### config.mk
export PLATFORM = sky130hd
export DESIGN_NAME = uzorak_sakupljac
export DESIGN_NICKNAME = d
export VERILOG_FILES = /design/src/rtl/nn_pkg.sv /design/src/rtl/settle_brojac.sv /design/src/rtl/uzorak_sakupljac.sv
export SDC_FILE = /design/constraint.sdc
export NUM_CORES = 2
export LEC_CHECK = 0
export ABC_AREA = 1
export CORE_AREA = 2 2 378 380
export CTS_CLUSTER_SIZE = 25
export DETAILED_ROUTE_END_ITERATION = 10
export DIE_AREA = 0 0 380 382
export GPL_TIMING_DRIVEN = 0
export PLACE_DENSITY = 0.52
export REMOVE_ABC_BUFFERS = 1
export SLEW_MARGIN = 20
export SYNTH_ARGS = -nofsm -noshare
export SYNTH_HDL_FRONTEND = slang
export SYNTH_SLANG_ARGS = --single-unit
### constraint.sdc
create_clock -name clk -period 81.9 [get_ports clk]
set_input_delay 8.19 -clock clk [delete_from_list [all_inputs] [get_ports clk]]
set_output_delay 8.19 -clock clk [all_outputs]
set_load 0.005 [all_outputs]
### src/rtl/nn_pkg.sv
// Shared definitions for the sonar sample path: feature geometry, collector
// state encoding and the slice-position helper.
package nn_pkg;

    localparam int BROJ_ZNACAJKI = 60;
    localparam int SIRINA        = 16;
    localparam int UZORAK_W      = BROJ_ZNACAJKI * SIRINA;
    localparam int IDX_W         = $clog2(BROJ_ZNACAJKI);
    localparam int POS_W         = $clog2(UZORAK_W);
    localparam int CNT_W         = 8;

    typedef enum logic [1:0] {
        PRIMANJE   = 2'd0,
        DISCARD    = 2'd1,
        SMIRIVANJE = 2'd2,
        GOTOVO     = 2'd3
    } stanje_e;

    // LSB position of feature k; feature 0 occupies the top slice.
    function automatic logic [POS_W-1:0] pozicija(input logic [IDX_W-1:0] k);
        int p;
        p = (BROJ_ZNACAJKI - 1 - int'(k)) * SIRINA;
        return POS_W'(p);
    endfunction

endpackage

### src/rtl/settle_brojac.sv
// Loadable down-counter that stops at zero and reports a zero flag.
module settle_brojac
    import nn_pkg::*;
#(
    parameter int W = CNT_W
) (
    input  logic         clk,
    input  logic         rst,
    input  logic         ucitaj,
    input  logic [W-1:0] pocetna,
    input  logic         broji,
    output logic         nula
);

    logic [W-1:0] brojac_q;
    logic [W-1:0] brojac_d;

    // Next count: load wins over decrement, saturating at zero.
    always_comb begin
        brojac_d = brojac_q;
        if (ucitaj) begin
            brojac_d = pocetna;
        end else if (broji && (brojac_q != {W{1'b0}})) begin
            brojac_d = brojac_q - W'(1);
        end else begin
            brojac_d = brojac_q;
        end
    end

    // Count register.
    always_ff @(posedge clk or posedge rst) begin
        if (rst) begin
            brojac_q <= {W{1'b0}};
        end else begin
            brojac_q <= brojac_d;
        end
    end

    assign nula = (brojac_q == {W{1'b0}});

endmodule

### src/rtl/uzorak_sakupljac.sv
// Collects a serial frame of sonar features into the packed uzorak bus,
// holds it for a settle window and hands it to the network with valid/ack.
module uzorak_sakupljac
    import nn_pkg::*;
#(
    parameter int SETTLE_CYC = 4
) (
    input  logic                clk,
    input  logic                rst,
    input  logic [SIRINA-1:0]   znacajka_in,
    input  logic                znacajka_valid,
    input  logic                znacajka_zadnji,
    output logic                znacajka_ready,
    output logic [UZORAK_W-1:0] uzorak,
    output logic                uzorak_valid,
    input  logic                uzorak_ack,
    output logic                greska
);

    localparam logic [IDX_W-1:0] ZADNJI_IDX = IDX_W'(BROJ_ZNACAJKI - 1);
    localparam logic [CNT_W-1:0] SETTLE_POC = CNT_W'(SETTLE_CYC - 1);

    stanje_e             stanje_q, stanje_d;
    logic [IDX_W-1:0]    index_q, index_d;
    logic [UZORAK_W-1:0] uzorak_q, uzorak_d;
    logic                valid_q, valid_d;
    logic                greska_q, greska_d;
    logic                ready_q, ready_d;
    logic                prijenos_s;
    logic                ucitaj_s;
    logic                broji_s;
    logic                nula_s;
    logic [POS_W-1:0]    pos_s;

    settle_brojac #(.W(CNT_W)) u_settle (
        .clk     (clk),
        .rst     (rst),
        .ucitaj  (ucitaj_s),
        .pocetna (SETTLE_POC),
        .broji   (broji_s),
        .nula    (nula_s)
    );

    // Next-state, packing and output decode for the collector.
    always_comb begin
        prijenos_s = znacajka_valid && ready_q;
        pos_s      = pozicija(index_q);
        stanje_d   = stanje_q;
        index_d    = index_q;
        uzorak_d   = uzorak_q;
        greska_d   = 1'b0;
        valid_d    = 1'b0;
        ucitaj_s   = 1'b0;
        broji_s    = 1'b0;
        case (stanje_q)
            PRIMANJE: begin
                if (prijenos_s) begin
                    uzorak_d[pos_s +: SIRINA] = znacajka_in;
                    if (index_q == ZADNJI_IDX) begin
                        index_d = {IDX_W{1'b0}};
                        if (znacajka_zadnji) begin
                            stanje_d = SMIRIVANJE;
                            ucitaj_s = 1'b1;
                        end else begin
                            stanje_d = DISCARD;
                            greska_d = 1'b1;
                        end
                    end else if (znacajka_zadnji) begin
                        index_d  = {IDX_W{1'b0}};
                        greska_d = 1'b1;
                    end else begin
                        index_d = index_q + IDX_W'(1);
                    end
                end else begin
                    index_d = index_q;
                end
            end
            DISCARD: begin
                if (prijenos_s && znacajka_zadnji) begin
                    stanje_d = PRIMANJE;
                end else begin
                    stanje_d = DISCARD;
                end
            end
            SMIRIVANJE: begin
                broji_s = 1'b1;
                if (nula_s) begin
                    stanje_d = GOTOVO;
                end else begin
                    stanje_d = SMIRIVANJE;
                end
            end
            GOTOVO: begin
                // Ack only counts once valid is visible to the consumer.
                if (valid_q && uzorak_ack) begin
                    stanje_d = PRIMANJE;
                end else begin
                    stanje_d = GOTOVO;
                    valid_d  = 1'b1;
                end
            end
            default: begin
                stanje_d = PRIMANJE;
                index_d  = {IDX_W{1'b0}};
            end
        endcase
        ready_d = (stanje_d == PRIMANJE) || (stanje_d == DISCARD);
    end

    // State and output registers.
    always_ff @(posedge clk or posedge rst) begin
        if (rst) begin
            stanje_q <= PRIMANJE;
            index_q  <= {IDX_W{1'b0}};
            uzorak_q <= {UZORAK_W{1'b0}};
            valid_q  <= 1'b0;
            greska_q <= 1'b0;
            ready_q  <= 1'b0;
        end else begin
            stanje_q <= stanje_d;
            index_q  <= index_d;
            uzorak_q <= uzorak_d;
            valid_q  <= valid_d;
            greska_q <= greska_d;
            ready_q  <= ready_d;
        end
    end

    assign znacajka_ready = ready_q;
    assign uzorak         = uzorak_q;
    assign uzorak_valid   = valid_q;
    assign greska         = greska_q;

endmodule

==> reports/qor.csv <==
stage,metric,value,unit
clocking,TritonCTS clock tree,yes,
synth,synthesized area,0.0396,mm²
clocking,"Reg clk slew, reported paths",60,ps
global_routing,initial antenna violation count,5,
detailed_routing,via count,34705,
detailed_routing,number of DRC markers in iteration 0,2745,
floorplanning,Die Ht,382,µm
cells_and_area,final design utilization,39.5,%
critical_path,CP bufs+invs,8,
critical_path,cell repeated most along the worst path,nand2_1,
timing,Final Cycle Share,13.9,%
synth,sequential area share after synthesis,61.8,%
global_routing,pin count of the biggest net entering global routing,100,
job,maxcap violations,0,
critical_path,crit-path max cell delay,560,ps
critical_path,crit-path cells,clkdlybuf4s50_1 > nand2_1 > inv_1 > nand2_1 > inv_2 > nand2_2 > a21oi_4 > buf_12 > buf_16 > buf_8 > buf_8 > buf_16 > nand3_2 > nand2_1 > nand2_1,
min_path,Hold Crit Class,reg2reg,
clocking,CTS buffer count,110,
synth,Synth area leader,dfrtp_1,
critical_path,Crit Path Max Fanout,23,
critical_path,worst setup path category,in2reg,
timing,"Slew Viols, Final",0,
floorplanning,die area,0.145,mm²
timing,final setup violation count,0,
timing,worst-margin pin slew,1070,ps
detailed_routing,remaining antenna violation count,0,
timing,final hold vios,0,
status,status,"finished, final reports clean",
synth,Synth top area share,61.8,%
synth,Syn Area/Cell,8.77,µm²
floorplanning,Core ar.,0.141,mm²
detailed_routing,DRC,0,
clocking,cts repair resizes,0,
timing,setup_tns,0,ps
power_and_ir_drop,pwr/cell area,23.4,mW/mm²
synth,Synth Register Bits,979,
clocking,CTS Root Cell,clkbuf_16,
floorplanning,Die Width,380,µm
clocking,post-CTS setup buffers,0,
clocking,Post-CTS Hold Fix Bufs,0,
synth,ranking of synthesized cells by area,"dfrtp_1 62%, nand2_1 16%, o21ai_0 6.0%",
global_routing,vias in the first global route,33889,
detailed_routing,Initial DRT Pass Iterations,5,
critical_path,Crit-path slowest cell,inv_2,
cells_and_area,register area,0.0245,mm²
critical_path,Critical Path RT,82520,ps
timing,Clock Skew,27.4,ps
clocking,Max Root-Sink Buffers,3,
power_and_ir_drop,Peak supply drop,0.0157,mV
clocking,H-Tree Depth,3,
critical_path,Worst Setup End Kind,flop,
cells_and_area,share of post-route cells with drive strength above 1,6.17,%
critical_path,critical path data arrival time,12000,ps
timing,Slew headroom,28.6,%
detailed_routing,via density per instance,4.73,
timing,highest clock rate,0.0879,GHz
critical_path,critical path's top delay family,buffers and inverters,
clocking,Skew-Pair Late Insertion Delay,740,ps
global_routing,global-route wire length before repair,254000,µm
global_routing,GR Overflow Total,0,
place,Post-DP HPWL,125000,µm
floorplanning,# IOs,984,
clocking,TritonCTS sink count,979,
cells_and_area,Layout fillers,14255,
global_routing,Total Routing Usage GR,23.8,%
synth,distinct cell type count after synthesis,29,
timing,fin crit period,11380,ps
floorplanning,Initial Util,28.1,%
synth,Yosys warning count,0,
timing,RSZ-0062 raised after global routing,false,
floorplanning,Placement Rows,138,
power_and_ir_drop,Leak,25.8,nW
synth,cells after synthesis,4517,
cells_and_area,area growth from synthesis to layout,40.5,%
cells_and_area,Multi-input gate area,0.0131,mm²
detailed_routing,drt wl/cell,24.1,µm
cells_and_area,fin nets,5390,
critical_path,type of origin of the critical path,primary input,
place,Port Buffers,983,
place,GPL Wtd Cong,0.793,
detailed_routing,total wire length,177000,µm
-- stage by stage --
step	std cells	worst slack, ps	instance area [µm²]	power (W)	hold WS (ps)
3_3_place_gp	7073	32150	50500	0.000807	454
4_1_cts	7333	70520	55700	0.00132	472
6_report	7338	70520	55700	0.00130	469
3_5_place_dp	7139	69730	52100	0.000821	457
2_1_floorplan	4200	46170	38300	0.000639	465
5_1_grt	7333	70230	55700	0.00136	483
-- cells in the final DEF, fill, tap and decap left out, types with 4 or more instances in the layout --
cell / synthesis / layout
diode_2: 0 / 5
o21ai_0: 477 / 477
nand4_1: 110 / 110
buf_4: 11 / 15
buf_8: 0 / 4
clkbuf_1: 207 / 22
nand2_1: 1710 / 1692
xor2_1: 4 / 4
ha_1: 8 / 8
buf_16: 0 / 30
nand2_2: 16 / 31
nand3_1: 395 / 395
clkdlybuf4s50_1: 0 / 967
clkbuf_16: 0 / 111
nor3_1: 22 / 22
o21ai_1: 32 / 32
bufinv_16: 0 / 4
dfrtp_1: 979 / 978
clkbuf_8: 0 / 24
o22ai_1: 4 / 4
nor2_4: 3 / 12
buf_6: 0 / 8
clkinv_2: 0 / 24
inv_2: 5 / 5
nor2_2: 5 / 14
nand3_2: 10 / 10
inv_1: 227 / 225
buf_12: 0 / 24
nor2_1: 184 / 166
-- path summary, 6_finish.rpt --
path / start / to / slack [ps] / cells after the start
min in group asynchronous: rst / uzorak[97] / 7860 / 2
max in group asynchronous: rst / uzorak[439] / 71860 / 6
min: uzorak[876] / uzorak[876] / 470 / 2
max: znacajka_valid / uzorak[609] / 70520 / 15
max reg2reg: index_q[0] / uzorak[239] / 75940 / 9
min reg2reg: uzorak[876] / uzorak[876] / 470 / 2
-- flip-flops by register name, summed over array words and instances (netlist names) --
register,flops
uzorak_valid,1
u_settle.brojac_q,8
greska,1
znacajka_ready,1
index_q,6
stanje_q,2
uzorak,960
-- Yosys cell counts --
master and instances:
nand2_1 1710, dfrtp_1 979, o21ai_0 477, nand3_1 395
inv_1 227, clkbuf_1 207, nor2_1 184, nand4_1 110
buf_2 79, o21ai_1 32, nor3_1 22, buf_1 20
nand2_2 16, buf_4 11, nand3_2 10, ha_1 8
inv_2 5, nor2_2 5, o22ai_1 4, xor2_1 4
nor2_4 3, a21oi_1 2, a21oi_4 1, a31oi_1 1
nor3b_1 1, o211ai_1 1, or2_2 1, xnor2_1 1
xor2_2 1
-- worst reg2reg max path: cells and delay by family (launching register included) --
kind                       cells  cell delay [ps]
DFF                            1              760
buffers and inverters          2              780
and+or+nand+nor                6             3270
adders and majority gates      1             1020
-- power by group --
group	switching [W]	total [W]	leakage, nW	internal [W]
Clock	0.000213	0.000496	1.77	0.000283
Combinational	0.000162	0.000262	10.6	0.0000998
Sequential	0.0000232	0.000546	13.4	0.000522
Total	0.000399	0.00130	25.8	0.000905
-- final cells by class --
| class | count | share of cell area [%] |
|---|---|---|
| antenna | 5 | 0.0225 |
| clock buffer | 157 | 5.73 |
| clock inverter | 37 | 0.685 |
| inverter | 232 | 1.59 |
| multi-input combinational | 2989 | 23.5 |
| sequential | 979 | 44.0 |
| tap | 1890 | 4.25 |
| timing repair buffer | 1049 | 20.2 |
-- per-layer routing --
layer  track usage, %  part of all wire [%]  vias to the layer above
met1             30.2                    41                    17042
met2             38.2                    46                     1268
li1                 -                     -                    16154
met5                0                     0                        -
met4             8.66                   3.7                        0
met3             7.33                   8.7                      241
-- kinds of logic (layout without fill, tap and decap cells) --
kind of cell               count (synthesis)  in the layout  synth area share [%]
buffers and inverters                    549           1475                  5.55
DFF                                      979            979                  61.8
and+or+nand+nor                         2457           2457                  25.6
AOI/OAI and AO/OA                        518            518                  6.59
adders and majority gates                  8              8                 0.253
xor gates and xnor gates                   6              6                 0.152
other                                      0              5                     0
Note: power is estimated with default switching activity, not from simulation.
